$ cat src/rtl/tcdm_burst_reader_pkg.sv
// Shared types and widths for the strided TCDM burst reader.
package tcdm_burst_reader_pkg;

  localparam int unsigned TCDM_AW   = 32;
  localparam int unsigned TCDM_DW   = 32;
  // The command length field is held at the widest supported LEN_W (<= 32).
  localparam int unsigned CMD_LEN_W = 32;

  typedef enum logic [1:0] {
    IDLE  = 2'd0,
    ISSUE = 2'd1,
    DRAIN = 2'd2
  } state_e;

  typedef struct packed {
    logic [TCDM_AW-1:0]   addr;
    logic [CMD_LEN_W-1:0] len;
    logic [TCDM_AW-1:0]   stride;
  } cmd_t;

endpackage

$ cat src/rtl/hwpe_stream_intf_tcdm.sv
// TCDM request/response bundle between a read master and the memory slave.
interface hwpe_stream_intf_tcdm;
  logic        req;
  logic        gnt;
  logic [31:0] add;
  logic        wen;
  logic [3:0]  be;
  logic [31:0] data;
  logic [31:0] r_data;
  logic        r_valid;

  modport master (output req, add, wen, be, data, input gnt, r_data, r_valid);
  modport slave  (input req, add, wen, be, data, output gnt, r_data, r_valid);
endinterface

$ cat src/rtl/tcdm_burst_reader_fifo.sv
// Small synchronous FIFO buffering read responses; head is read straight from storage.
module tcdm_burst_reader_fifo #(
  parameter int unsigned DEPTH = 4,
  parameter int unsigned DW    = 32,
  localparam int unsigned PW   = (DEPTH > 1) ? $clog2(DEPTH) : 1,
  localparam int unsigned CW   = $clog2(DEPTH) + 1
) (
  input  logic          clk_i,
  input  logic          rst_ni,
  input  logic          push_i,
  input  logic [DW-1:0] data_i,
  input  logic          pop_i,
  output logic [DW-1:0] data_o,
  output logic          full_o,
  output logic          empty_o,
  output logic [CW-1:0] count_o
);

  logic [DW-1:0] mem_q [DEPTH];
  logic [PW-1:0] wptr_q, rptr_q;
  logic [CW-1:0] count_q;
  logic          do_push, do_pop;

  assign full_o  = (count_q == CW'(DEPTH));
  assign empty_o = (count_q == '0);
  assign count_o = count_q;
  assign data_o  = mem_q[rptr_q];
  assign do_push = push_i && !full_o;
  assign do_pop  = pop_i && !empty_o;

  // Storage is cleared on reset so the head reads zero while empty.
  always_ff @(posedge clk_i or negedge rst_ni) begin
    if (!rst_ni) begin
      for (int i = 0; i < int'(DEPTH); i++) mem_q[i] <= '0;
    end else if (do_push) begin
      mem_q[wptr_q] <= data_i;
    end
  end

  // Pointers wrap naturally because DEPTH is a power of two.
  always_ff @(posedge clk_i or negedge rst_ni) begin
    if (!rst_ni) begin
      wptr_q  <= '0;
      rptr_q  <= '0;
      count_q <= '0;
    end else begin
      if (do_push) wptr_q <= wptr_q + PW'(1);
      if (do_pop)  rptr_q <= rptr_q + PW'(1);
      if (do_push && !do_pop)      count_q <= count_q + CW'(1);
      else if (do_pop && !do_push) count_q <= count_q - CW'(1);
    end
  end

endmodule

$ cat src/rtl/tcdm_burst_reader.sv
// Strided TCDM read master: issues one read per word only when FIFO space is
// guaranteed, and streams the in-order responses out as valid/ready words.
module tcdm_burst_reader
  import tcdm_burst_reader_pkg::*;
#(
  parameter int unsigned FIFO_DEPTH = 4,
  parameter int unsigned LEN_W      = 16
) (
  input  logic               clk_i,
  input  logic               rst_ni,
  input  logic               cmd_valid_i,
  output logic               cmd_ready_o,
  input  logic [TCDM_AW-1:0] cmd_addr_i,
  input  logic [LEN_W-1:0]   cmd_len_i,
  input  logic [TCDM_AW-1:0] cmd_stride_i,
  hwpe_stream_intf_tcdm.master tcdm,
  output logic               out_valid_o,
  input  logic               out_ready_i,
  output logic [TCDM_DW-1:0] out_data_o,
  output logic               busy_o,
  output logic               done_o
);

  localparam int unsigned CW = $clog2(FIFO_DEPTH) + 1;

  state_e        state_q;
  cmd_t          cmd_q;      // addr = next address to request, len = words left to issue
  logic          req_q;
  logic          done_q;
  logic [CW-1:0] outst_q, outst_d;
  logic [CW-1:0] fifo_count, fifo_count_d;
  logic          fifo_empty, fifo_full;
  logic          grant, rsp_push, fifo_push, out_pop, last_grant, credit_ok;

  assign grant      = req_q && tcdm.gnt;
  // Responses with nothing outstanding are stale (e.g. from before a reset).
  assign rsp_push   = tcdm.r_valid && (outst_q != '0);
  assign fifo_push  = rsp_push && !fifo_full;
  assign out_pop    = out_valid_o && out_ready_i;
  assign last_grant = grant && (cmd_q.len == CMD_LEN_W'(1));

  // Next-cycle occupancy of outstanding reads and of the FIFO.
  always_comb begin
    outst_d      = outst_q;
    fifo_count_d = fifo_count;
    if (grant && !rsp_push)      outst_d = outst_q + CW'(1);
    else if (rsp_push && !grant) outst_d = outst_q - CW'(1);
    if (fifo_push && !out_pop)      fifo_count_d = fifo_count + CW'(1);
    else if (out_pop && !fifo_push) fifo_count_d = fifo_count - CW'(1);
  end

  // A new request may be raised only if every in-flight word has a FIFO slot.
  assign credit_ok = ({1'b0, outst_d} + {1'b0, fifo_count_d}) < (CW + 1)'(FIFO_DEPTH);

  // Control FSM with registered req/add/done.
  always_ff @(posedge clk_i or negedge rst_ni) begin
    if (!rst_ni) begin
      state_q <= IDLE;
      cmd_q   <= '0;
      req_q   <= 1'b0;
      done_q  <= 1'b0;
      outst_q <= '0;
    end else begin
      done_q  <= 1'b0;
      outst_q <= outst_d;
      case (state_q)
        IDLE: begin
          if (cmd_valid_i) begin
            if (cmd_len_i == '0) begin
              done_q <= 1'b1;
            end else begin
              // Nothing is in flight in IDLE, so the first request needs no credit check.
              cmd_q   <= '{addr: cmd_addr_i, len: CMD_LEN_W'(cmd_len_i), stride: cmd_stride_i};
              req_q   <= 1'b1;
              state_q <= ISSUE;
            end
          end
        end
        ISSUE: begin
          if (grant) begin
            cmd_q.addr <= cmd_q.addr + cmd_q.stride;
            cmd_q.len  <= cmd_q.len - CMD_LEN_W'(1);
            if (last_grant) begin
              req_q   <= 1'b0;
              state_q <= DRAIN;
            end else begin
              req_q <= credit_ok;
            end
          end else if (!req_q) begin
            // A raised request is held until granted; only raising is gated.
            req_q <= credit_ok;
          end
        end
        DRAIN: begin
          if (out_pop && (outst_q == '0) && (fifo_count == CW'(1))) begin
            done_q  <= 1'b1;
            state_q <= IDLE;
          end
        end
        default: state_q <= IDLE;
      endcase
    end
  end

  tcdm_burst_reader_fifo #(
    .DEPTH (FIFO_DEPTH),
    .DW    (TCDM_DW)
  ) i_fifo (
    .clk_i   (clk_i),
    .rst_ni  (rst_ni),
    .push_i  (fifo_push),
    .data_i  (tcdm.r_data),
    .pop_i   (out_pop),
    .data_o  (out_data_o),
    .full_o  (fifo_full),
    .empty_o (fifo_empty),
    .count_o (fifo_count)
  );

  assign cmd_ready_o = (state_q == IDLE);
  assign busy_o      = (state_q != IDLE);
  assign done_o      = done_q;
  assign out_valid_o = !fifo_empty;

  assign tcdm.req  = req_q;
  assign tcdm.add  = cmd_q.addr;
  assign tcdm.wen  = 1'b1;
  assign tcdm.be   = 4'hF;
  assign tcdm.data = '0;

endmodule

$ cat src/flat_wrapper.sv
// flat-port wrapper written by rule: the top's interface ports become plain ports
module tcdm_burst_reader_flat import tcdm_burst_reader_pkg::*;
#(
  parameter int unsigned FIFO_DEPTH = 4,
  parameter int unsigned LEN_W      = 16
)
  (clk_i, rst_ni, cmd_valid_i, cmd_ready_o, cmd_addr_i, cmd_len_i, cmd_stride_i, out_valid_o, out_ready_i, out_data_o, busy_o, done_o, tcdm_req, tcdm_add, tcdm_wen, tcdm_be, tcdm_data, tcdm_gnt, tcdm_r_data, tcdm_r_valid);
  hwpe_stream_intf_tcdm tcdm_i ();
  input  logic clk_i;
  input  logic rst_ni;
  input  logic cmd_valid_i;
  output logic cmd_ready_o;
  input  logic [TCDM_AW-1:0] cmd_addr_i;
  input  logic [LEN_W-1:0] cmd_len_i;
  input  logic [TCDM_AW-1:0] cmd_stride_i;
  output logic out_valid_o;
  input  logic out_ready_i;
  output logic [TCDM_DW-1:0] out_data_o;
  output logic busy_o;
  output logic done_o;
  output wire logic [$bits(tcdm_i.req)-1:0] tcdm_req;
  output wire logic [$bits(tcdm_i.add)-1:0] tcdm_add;
  output wire logic [$bits(tcdm_i.wen)-1:0] tcdm_wen;
  output wire logic [$bits(tcdm_i.be)-1:0] tcdm_be;
  output wire logic [$bits(tcdm_i.data)-1:0] tcdm_data;
  input wire logic [$bits(tcdm_i.gnt)-1:0] tcdm_gnt;
  input wire logic [$bits(tcdm_i.r_data)-1:0] tcdm_r_data;
  input wire logic [$bits(tcdm_i.r_valid)-1:0] tcdm_r_valid;
  assign tcdm_req = tcdm_i.req;
  assign tcdm_add = tcdm_i.add;
  assign tcdm_wen = tcdm_i.wen;
  assign tcdm_be = tcdm_i.be;
  assign tcdm_data = tcdm_i.data;
  assign tcdm_i.gnt = tcdm_gnt;
  assign tcdm_i.r_data = tcdm_r_data;
  assign tcdm_i.r_valid = tcdm_r_valid;
  tcdm_burst_reader #(.FIFO_DEPTH(FIFO_DEPTH), .LEN_W(LEN_W)) u_core (.clk_i(clk_i), .rst_ni(rst_ni), .cmd_valid_i(cmd_valid_i), .cmd_ready_o(cmd_ready_o), .cmd_addr_i(cmd_addr_i), .cmd_len_i(cmd_len_i), .cmd_stride_i(cmd_stride_i), .tcdm(tcdm_i), .out_valid_o(out_valid_o), .out_ready_i(out_ready_i), .out_data_o(out_data_o), .busy_o(busy_o), .done_o(done_o));
endmodule
$ cat config.mk
export PLATFORM = sky130hd
export DESIGN_NAME = tcdm_burst_reader_flat
export DESIGN_NICKNAME = d
export VERILOG_FILES = /design/src/rtl/tcdm_burst_reader_pkg.sv /design/src/rtl/hwpe_stream_intf_tcdm.sv /design/src/rtl/tcdm_burst_reader_fifo.sv /design/src/rtl/tcdm_burst_reader.sv /design/src/flat_wrapper.sv
export SDC_FILE = /design/constraint.sdc
export NUM_CORES = 1
export LEC_CHECK = 0
export ABC_AREA = 1
export CORE_ASPECT_RATIO = 0.6
export CORE_MARGIN = 2
export CORE_UTILIZATION = 35
export CTS_CLUSTER_SIZE = 8
export DETAILED_ROUTE_END_ITERATION = 12
export PLACE_DENSITY_LB_ADDON = 0.08
export SLEW_MARGIN = 20
export SYNTH_ARGS = -nofsm -noshare
export SYNTH_HDL_FRONTEND = slang
export SYNTH_SLANG_ARGS = --single-unit
$ cat constraint.sdc
create_clock -name clk_i -period 2.7 [get_ports clk_i]
set_clock_uncertainty 0.2 [all_clocks]
set_input_delay 0.27 -clock clk_i [delete_from_list [all_inputs] [get_ports clk_i]]
set_output_delay 0.27 -clock clk_i [all_outputs]
set_load 0.1 [all_outputs]
==> results.cfg <==
[setup_path]
cp-start-kind = flip-flop
worstPathArrival_ps = 2080
cp_max_fo = 41
critPathCaptureType = primary output
cp-startpoint = u_core.i_fifo.rptr_q[0]
reg2reg_slack_ps = 180
required_ps = 2230
r2r-end = u_core.tcdm.req
r2r_start = u_core.outst_q[0]
cp_slowest_stage_delay_ps = 430
crit_slowest_cell = dfrtp_2
cp_cell_sequence = inv_2, buf_4, o21ai_0, o22ai_2, buf_12
worstRegToRegCells = 15
crit_type = reg -> out

[grt]
antenna_found_initial = 4
grt_first_pass_wirelength_um = 69600
grt_pass1_vias = 12600
grt_overflow = 0
grt_use_total_pct = 20.6
grt_max_degree = 80

[routing]
wl_um = 43100
drcViolationCount = 0
firstDrtPassIters = 5
vias = 12900
routedWlPerCell_um = 16.3
first_iter_violations = 910
vias_per_cell = 4.86
postRouteAntennaNets = 0

[floorplan]
ioPinCount = 224
die_height_um = 161
die_w_um = 265
coreArea_mm2 = 0.0404
start_util_pct = 35.5
rows = 57
die_area_mm2 = 0.0426

[placement]
dp_hpwl_um = 30900
dp.cells = 2604
gp_congestion = 0.879
dpl-instance-area_mm2 = 0.0170
portBuffers = 186

[run]
max_cap_viol_count = 0

[synthesis]
netlist_instances = 1952
ys_ff_latch = 238
synth_flop_cell = dfrtp_1
syn_avg_cell_area_um2 = 7.33
synth_cell_type_count = 44
ys_warn_count = 0
synth-async-reset-ratio_pct = 100
netlist_area_mm2 = 0.0143
synth-edff-count = 0
yosysSeqAreaShare_pct = 41.6

[cells_and_area]
most-common-layout-cells = 568 x nand2_1, 237 x dfrtp_1, 226 x o21ai_0
drive_above_1_share_pct = 11.6
stdcell_area_mm2 = 0.0180
stdcell_count = 2648
layout.nets = 2277
final_common_cell = nand2_1
area_growth_pct = 25.8
fin_util_pct = 44.6

[clocking]
numCtsBuffers = 35
htreeDepth = 2
cts_tree = yes
worstSkewPairLatency_ps = 530
clock_path_buffers = 3
postCtsSetupBuffers = 0
clkSinkCount = 238
root_buffer = clkbuf_16
clkTransAtPathRegs_ps = 50

[timing]
drv_slew = 0
relSlewSlack_pct = 52.4
post-route-period-util_pct = 94.6
period_minus_slack_ps = 2550
fmax_mhz = 391
tightest_slew_ps = 715
setup_tns_ps = 0
setup_viol = 0
finalHoldViolCount = 0

[worst_hold_path]
hold_path.class = in -> async

[outcome]
status = finished clean
-- sequential cells by signal, indices dropped and copies added (netlist names) --
| name | count |
|---|---|
| u_core.state_q | 2 |
| u_core.i_fifo.wptr_q | 2 |
| u_core.tcdm.req | 1 |
| u_core.i_fifo.mem_q | 128 |
| u_core.i_fifo.count_o | 3 |
| u_core.outst_q | 3 |
| u_core.done_o | 1 |
| u_core.cmd_q | 64 |
| u_core.i_fifo.rptr_q | 2 |
| u_core.tcdm.add | 32 |
-- timing repair --
item                       in CTS  in global routing
setup endpoints to repair       0                  5
hold endpoints to repair       70                  0
hold buffers                    1                  0
gates resized for setup         0                 10
-- final cells by class --
cell class	instances	area, um^2
Tap cell	531	664
Sequential cell	238	5960
Timing Repair Buffer	229	2520
Antenna cell	3	7.51
Fill cell	4100	22400
Multi-Input combinational cell	1391	7100
Clock buffer	37	893
Clock inverter	3	52.6
Inverter	216	811
-- layer usage --
layer  wire, um  track usage [%]
met1      22000             31.1
met2      18100             30.3
met3       2170             3.62
met4        810             5.32
met5         14                0
-- per-stage QoR --
step | setup WS (ps) | hold WS [ps]
CTS | 8.27 | 125
global placement | 50.0 | 125
global route | -7.12 | 140
floorplan | 57.6 | -226
finish | 145 | 118
detailed placement | -16.5 | 126
-- synth_stat cells, types with 2 or more instances --
| cell type | number | area [um^2] |
|---|---|---|
| a21oi_1 | 50 | 250 |
| inv_2 | 6 | 22.5 |
| nand3_1 | 73 | 365 |
| ha_1 | 47 | 588 |
| a22o_1 | 3 | 26.3 |
| mux2_2 | 31 | 349 |
| nand2_1 | 575 | 2160 |
| inv_1 | 210 | 788 |
| o21bai_1 | 2 | 15.0 |
| clkbuf_1 | 54 | 203 |
| a21boi_1 | 3 | 22.5 |
| nand3b_1 | 2 | 15.0 |
| buf_1 | 2 | 7.51 |
| xor2_1 | 32 | 280 |
| o21ai_0 | 227 | 1140 |
| nor3_1 | 9 | 45.0 |
| nor2_1 | 186 | 698 |
| a31oi_1 | 3 | 18.8 |
| o22ai_1 | 33 | 206 |
| buf_4 | 75 | 563 |
| xnor2_1 | 8 | 70.1 |
| o31ai_1 | 7 | 52.6 |
| or2_2 | 3 | 18.8 |
| o21a_1 | 2 | 15.0 |
| and3_1 | 3 | 18.8 |
| nand4_1 | 16 | 100 |
| and2_1 | 2 | 12.5 |
| conb_1 | 2 | 7.51 |
| o21ai_1 | 25 | 125 |
| dfrtp_1 | 238 | 5960 |
| buf_2 | 10 | 50.1 |
-- cells by family (layout without fill, tap and decap cells) --
| group | after synthesis | in the layout | synth area share [%] |
|---|---|---|---|
| simple gates | 874 | 874 | 24.3 |
| compound gates | 361 | 361 | 13.4 |
| buf+inv | 358 | 485 | 11.5 |
| flops | 238 | 238 | 41.6 |
| fa+ha+maj | 48 | 48 | 4.25 |
| xor+xnor | 40 | 40 | 2.45 |
| mux | 31 | 31 | 2.44 |
| other cells | 2 | 40 | 0.0525 |
-- critical path: cells and delay by family (launching register included) --
family,cells,cell delay (ps)
buffers and inverters,3,670
AO/OA/AOI/OAI,2,410
flip-flops,1,430
-- worst max path at each step --
stage                    endpoint  slack, ps  cells past startpoint
6_report            out_data_o[5]        150                      5
5_1_grt           u_core.tcdm.req         -7                     15
4_1_cts           u_core.tcdm.req          8                     15
3_5_place_dp   u_core.tcdm.add[8]        -20                     12
3_3_place_gp      u_core.tcdm.req         50                     14
2_1_floorplan     u_core.tcdm.req         60                     14
Power is not shown: default switching activity piles up to over one toggle a cycle in this logic, so the estimate is an artifact.
